File: src/rtl/jk_cmd_sequencer.sv
// jk_cmd_sequencer
//   Upstream driver for a JK flip-flop. Commands (hold/reset/set/toggle plus a
//   repeat length) arrive over a valid/ready handshake and queue in a small FIFO.
//   Each command is replayed onto registered J/K outputs for cmd_len+1 cycles,
//   back-to-back with no bubble while the FIFO holds more work. A reference model
//   of Q runs alongside and a sticky flag reports any divergence of fed-back Q.
//
// Ports
//   clk           clock, all state on rising edge
//   rst           asynchronous active-low reset
//   cmd_valid     command present on cmd_op / cmd_len
//   cmd_ready     FIFO not full (depends on fifo_count only)
//   cmd_op        {J,K}: 00 hold, 01 reset, 10 set, 11 toggle
//   cmd_len       repeat length minus one
//   q_in          Q fed back from the flip-flop
//   clr_mismatch  synchronous clear of mismatch (wins over a same-cycle set)
//   J, K          registered flip-flop inputs
//   busy          high while replaying a command
//   exp_q         model of the flip-flop Q
//   mismatch      sticky divergence flag
//   fifo_count    entries currently buffered, 0..DEPTH
module jk_cmd_sequencer #(
  parameter int DEPTH = 4,
  parameter int LEN_W = 4
) (
  input  logic                     clk,
  input  logic                     rst,
  input  logic                     cmd_valid,
  output logic                     cmd_ready,
  input  logic [1:0]               cmd_op,
  input  logic [LEN_W-1:0]         cmd_len,
  input  logic                     q_in,
  input  logic                     clr_mismatch,
  output logic                     J,
  output logic                     K,
  output logic                     busy,
  output logic                     exp_q,
  output logic                     mismatch,
  output logic [$clog2(DEPTH):0]   fifo_count
);

  localparam int PTR_W = $clog2(DEPTH);
  localparam int CNT_W = PTR_W + 1;
  localparam int ENT_W = LEN_W + 2;
  localparam logic [CNT_W-1:0] FULL_COUNT = CNT_W'(DEPTH);

  typedef enum logic {IDLE, DRIVE} state_t;

  state_t             state_reg;
  logic [PTR_W-1:0]   wr_ptr_reg;
  logic [PTR_W-1:0]   rd_ptr_reg;
  logic [CNT_W-1:0]   count_reg;
  logic [LEN_W-1:0]   remaining_reg;
  logic               j_reg;
  logic               k_reg;
  logic               exp_q_reg;
  logic               mismatch_reg;

  // Command storage; entry layout is {op[1:0], len[LEN_W-1:0]}.
  logic [ENT_W-1:0]   mem [DEPTH];
  logic [ENT_W-1:0]   head;
  logic [1:0]         head_op;
  logic [LEN_W-1:0]   head_len;

  logic               push;
  logic               pop;
  logic               fifo_nonempty;

  assign cmd_ready     = (count_reg < FULL_COUNT);
  assign push          = cmd_valid & cmd_ready;
  assign fifo_nonempty = (count_reg != '0);

  // The head is read combinationally so a pop at an edge loads J/K at that
  // same edge; this is what makes back-to-back commands gap-free.
  assign head     = mem[rd_ptr_reg];
  assign head_op  = head[ENT_W-1:LEN_W];
  assign head_len = head[LEN_W-1:0];

  // Pop when idle with work pending, or when the current command has spent
  // its last cycle. count_reg is the pre-edge value, so a push this edge is
  // never popped in the same edge.
  assign pop = fifo_nonempty &
               ((state_reg == IDLE) || (remaining_reg == '0));

  always_ff @(posedge clk) begin
    if (push) begin
      mem[wr_ptr_reg] <= {cmd_op, cmd_len};
    end
  end

  always_ff @(posedge clk or negedge rst) begin
    if (!rst) begin
      state_reg     <= IDLE;
      wr_ptr_reg    <= '0;
      rd_ptr_reg    <= '0;
      count_reg     <= '0;
      remaining_reg <= '0;
      j_reg         <= 1'b0;
      k_reg         <= 1'b0;
      exp_q_reg     <= 1'b0;
      mismatch_reg  <= 1'b0;
    end else begin
      // FIFO bookkeeping; pointers wrap naturally since DEPTH is a power of 2.
      if (push) begin
        wr_ptr_reg <= wr_ptr_reg + PTR_W'(1);
      end
      if (pop) begin
        rd_ptr_reg <= rd_ptr_reg + PTR_W'(1);
      end
      case ({push, pop})
        2'b10:   count_reg <= count_reg + CNT_W'(1);
        2'b01:   count_reg <= count_reg - CNT_W'(1);
        default: count_reg <= count_reg;
      endcase

      // Replay FSM
      case (state_reg)
        IDLE: begin
          if (pop) begin
            {j_reg, k_reg} <= head_op;
            remaining_reg  <= head_len;
            state_reg      <= DRIVE;
          end else begin
            j_reg <= 1'b0;
            k_reg <= 1'b0;
          end
        end
        DRIVE: begin
          if (remaining_reg != '0) begin
            remaining_reg <= remaining_reg - LEN_W'(1);
          end else if (pop) begin
            {j_reg, k_reg} <= head_op;
            remaining_reg  <= head_len;
          end else begin
            j_reg     <= 1'b0;
            k_reg     <= 1'b0;
            state_reg <= IDLE;
          end
        end
        default: state_reg <= IDLE;
      endcase

      // Model the downstream flip-flop, which samples the same J/K this edge.
      case ({j_reg, k_reg})
        2'b01:   exp_q_reg <= 1'b0;
        2'b10:   exp_q_reg <= 1'b1;
        2'b11:   exp_q_reg <= ~exp_q_reg;
        default: exp_q_reg <= exp_q_reg;
      endcase

      if (clr_mismatch) begin
        mismatch_reg <= 1'b0;
      end else if (q_in != exp_q_reg) begin
        mismatch_reg <= 1'b1;
      end
    end
  end

  assign J          = j_reg;
  assign K          = k_reg;
  assign busy       = (state_reg == DRIVE);
  assign exp_q      = exp_q_reg;
  assign mismatch   = mismatch_reg;
  assign fifo_count = count_reg;

endmodule

File: config.mk
export PLATFORM = sky130hd
export DESIGN_NAME = jk_cmd_sequencer
export DESIGN_NICKNAME = d
export VERILOG_FILES = /design/src/rtl/jk_cmd_sequencer.sv
export SDC_FILE = /design/constraint.sdc
export NUM_CORES = 1
export LEC_CHECK = 0
export ABC_CLOCK_PERIOD_IN_PS = 2700
export BUFFER_PORTS_ARGS = -buffer_cell sky130_fd_sc_hd__buf_4
export CAP_MARGIN = 30
export CORE_UTILIZATION = 55
export DETAILED_ROUTE_END_ITERATION = 8
export PLACE_DENSITY_LB_ADDON = 0.1
export REMOVE_ABC_BUFFERS = 1
export SLEW_MARGIN = 20
export SYNTH_ARGS = -nofsm -noshare
export SYNTH_HDL_FRONTEND = slang
export SYNTH_SLANG_ARGS = --single-unit
export TNS_END_PERCENT = 1
File: constraint.sdc
create_clock -name clk -period 2.7 [get_ports clk]
set_input_delay 0.135 -clock clk [delete_from_list [all_inputs] [get_ports clk]]
set_output_delay 0.135 -clock clk [all_outputs]
set_load 0.05 [all_outputs]
==> impl_metrics.json <==
{
  "seqPwrFrac": 0.454,
  "fill_cells": 198,
  "grt_antenna_before_repair": 0,
  "hold_class": "in2reg",
  "vias": 955,
  "critPathCaptureType": "register",
  "finalClockSkew_ps": 6.512,
  "min_period_ps": 2522,
  "setup_tns_ps": 0,
  "root_buffer": "clkbuf_4",
  "register_area_sq_mm": 0.001121,
  "arrival_ps": 2790,
  "fp.coreArea_sq_mm": 0.002853,
  "drt_iter0_markers": 56,
  "swShare": 0.3950,
  "cts_sinks": 40,
  "clockPowerShare": 0.132,
  "hpwl_microns": 1944,
  "drc": 2,
  "start_util": 0.6044,
  "grt_pass1_vias": 1018,
  "antenna_cells": 0,
  "ant_nets": 0,
  "crit_path_cell_trace": "inv_1 > ha_1 > or3b_4 > a21oi_4 > ha_1 > inv_1 > fa_1 > xor2_1 > nor2_1 > xnor2_1",
  "violations": "DRC",
  "synthCells": 108,
  "max_freq_mhz": 396.5,
  "grt_usage": 0.2059,
  "power_frac_comb": 0.413,
  "setup_viol": 0,
  "required_ps": 2970,
  "cellPowerDensity_mw_per_mm2": 1080,
  "drt_pass1_iterations": 6,
  "rows": 19,
  "grt_max_degree": 17,
  "largest_reg_flops": 24,
  "vias_per_cell": 5.585,
  "outcome": "complete, but fails checks",
  "yosysWarnings": 0,
  "p_leak_nw": 0.8191,
  "ys_seq_elements": 40,
  "cp_slowest_cell": "dfrtp_1",
  "nNetsFinal": 157,
  "p_total_w": 0.002178,
  "syn_to_final_growth_pct": 16.98,
  "vdd_ir_drop_max_mv": 0.5369,
  "hold_start": "q_in",
  "drv_slew": 0,
  "start_kind": "register",
  "clock_path_buffers": 2,
  "cts_buffers": 5,
  "io_pins": 20,
  "gp_congestion": 0.8917,
  "synth_cell_types": 28,
  "routed_wl_microns": 2837,
  "port_buffers": 19,
  "avgSynthCellArea_sq_um": 15.96,
  "timing.rr.start": "remaining_reg[0]",
  "multi_input_area_sq_um": 546.8,
  "overflow": 0,
  "insertion_delay_ps": 340,
  "internal_power_w": 0.001318,
  "wire_per_inst_microns": 16.59,
  "crit_fanout": 6,
  "critPathLaunch": "remaining_reg[0]",
  "fin_crit_sh": 0.9342,
  "path_class": "reg2reg",
  "dieArea_sq_mm": 0.003363,
  "maxCapViolCount": 0,
  "drive_above_1_share": 0.2643,
  "critPathMaxStageDelay_ps": 420,
  "cts_tree": "done",
  "tightest_slew_ps": 461.1,
  "switchingPower_w": 0.0008603,
  "worst-path-buf-inv": 2,
  "slew_headroom": 0.6919,
  "synth.cell_area_sq_mm": 0.001724,
  "grt_pass1_wl_microns": 4761,
  "finalHoldViolCount": 0,
  "critPathTopFamily": "adder cells",
  "clk_pin_slew_ps": 110,
  "seq_area_frac_synth": 0.6502,
  "die_height_microns": 57.99,
  "ctsHtreeMaxLevel": 2,
  "die_width_microns": 57.99,
  "rsz0062_at_grt": "no"
}
-- Yosys cell counts (all sizes together) --
| master | instances | area (sq um) |
|---|---|---|
| mux2i | 3 | 30.03 |
| inv | 10 | 37.54 |
| a22o | 2 | 20.02 |
| clkbuf | 2 | 7.510 |
| a41o | 1 | 10.01 |
| a221o | 1 | 10.01 |
| a22oi | 2 | 15.01 |
| o21ai | 1 | 5.000 |
| a21oi | 4 | 31.28 |
| xor2 | 3 | 26.28 |
| buf | 1 | 11.26 |
| ha | 6 | 75.07 |
| or3b | 1 | 11.26 |
| xnor2 | 5 | 43.79 |
| nand2 | 4 | 15.01 |
| nor2b | 2 | 12.51 |
| fa | 1 | 20.02 |
| nor2 | 4 | 15.01 |
| nor3 | 1 | 16.27 |
| and2 | 5 | 33.78 |
| a211oi | 1 | 7.510 |
| edfxtp | 24 | 720.7 |
| dfrtp | 16 | 400.4 |
| and3 | 1 | 6.260 |
| o21bai | 1 | 7.510 |
| mux4 | 6 | 135.1 |
-- logic make-up (layout without fill, tap and decap cells) --
logic type,count (synthesis),in the layout,synth area share
flip-flops,40,40,0.6502
AND/OR/NAND/NOR,18,18,0.06386
AO/OA/AOI/OAI,13,13,0.06168
buffers and inverters,13,45,0.03266
multiplexers,9,9,0.09579
XOR/XNOR,8,8,0.04064
adder cells (fa/ha/maj),7,7,0.05515
-- power groups by stage --
stage | clock network (W) | logic, W | registers, W
2_1_floorplan | 0 | 0.000511 | 0.00114
3_3_place_gp | 0 | 0.000869 | 0.000992
3_5_place_dp | 0 | 0.000898 | 0.00101
4_1_cts | 0.000292 | 0.000911 | 0.000993
5_1_grt | 0.000316 | 0.000991 | 0.00102
6_report | 0.000288 | 0.000900 | 0.000990
-- worst reg2reg max path: stages (launching register included) --
cell and delay (ps):
dfrtp_1 420, inv_1 110, ha_1 200, or3b_4 420, a21oi_4 230, ha_1 220, inv_1 60, fa_1 370
xor2_1 150, nor2_1 120, xnor2_1 150
-- metrics by stage --
stage	util	cell area, sq um	std cells	hold slack [ps]	worst slack (ps)
global route	0.7070	2017	171	82.11	3.826
finish	0.7070	2017	171	67.77	177.7
CTS	0.7070	2017	171	65.21	159.2
floorplan	-	1705	105	-160.6	392.2
global placement	0.6614	1887	155	2.623	324.2
detailed placement	0.6614	1887	155	8.591	188.4
-- cells in the final DEF (no fill, tap or decap), drive strengths merged --
master	n
edfxtp	24
buf	19
dfrtp	16
inv	10
dlygate4sd3	8
clkbuf	7
mux4	6
ha	6
xnor2	5
and2	5
nand2	4
nor2	4
a21oi	4
mux2i	3
xor2	3
nor2b	2
a22oi	2
a22o	2
or3b	1
nor3	1
o21bai	1
a41o	1
a211oi	1
and3	1
a221o	1
o21ai	1
fa	1
clkinv	1
-- cell type report --
type,count,share of cell area
timing repair buffer,27,0.1104
clock inverter,1,0.002481
tap,31,0.01923
clock buffer,7,0.02233
sequential,40,0.5558
inverter,10,0.01861
multi-input combinational,55,0.2711
-- worst paths after layout --
check,depth (start not counted),slack [ps],endpoint
setup / recovery,10,180,fifo_count[2]
hold / removal,4,70,mismatch
setup reg to reg,10,180,fifo_count[2]
hold reg to reg,1,480,exp_q
max in group asynchronous,2,2320,wr_ptr_reg[0]
min in group asynchronous,2,190,rd_ptr_reg[0]
-- layer usage --
layer,GRT usage,share of wire,vias to the layer above
li1,-,-,449
met1,0.2500,0.43,476
met4,0.08163,0.019,0
met2,0.3432,0.51,24
met5,0,0,-
met3,0.06696,0.042,6
-- what timing repair did --
item,4_1_cts,5_1_grt
endpoints found under the setup margin,0,0
gates resized for setup,0,0
hold endpoints to repair,41,0
buffers inserted,0,0
hold buffers,8,0
Note: power is estimated with default switching activity, not from simulation.
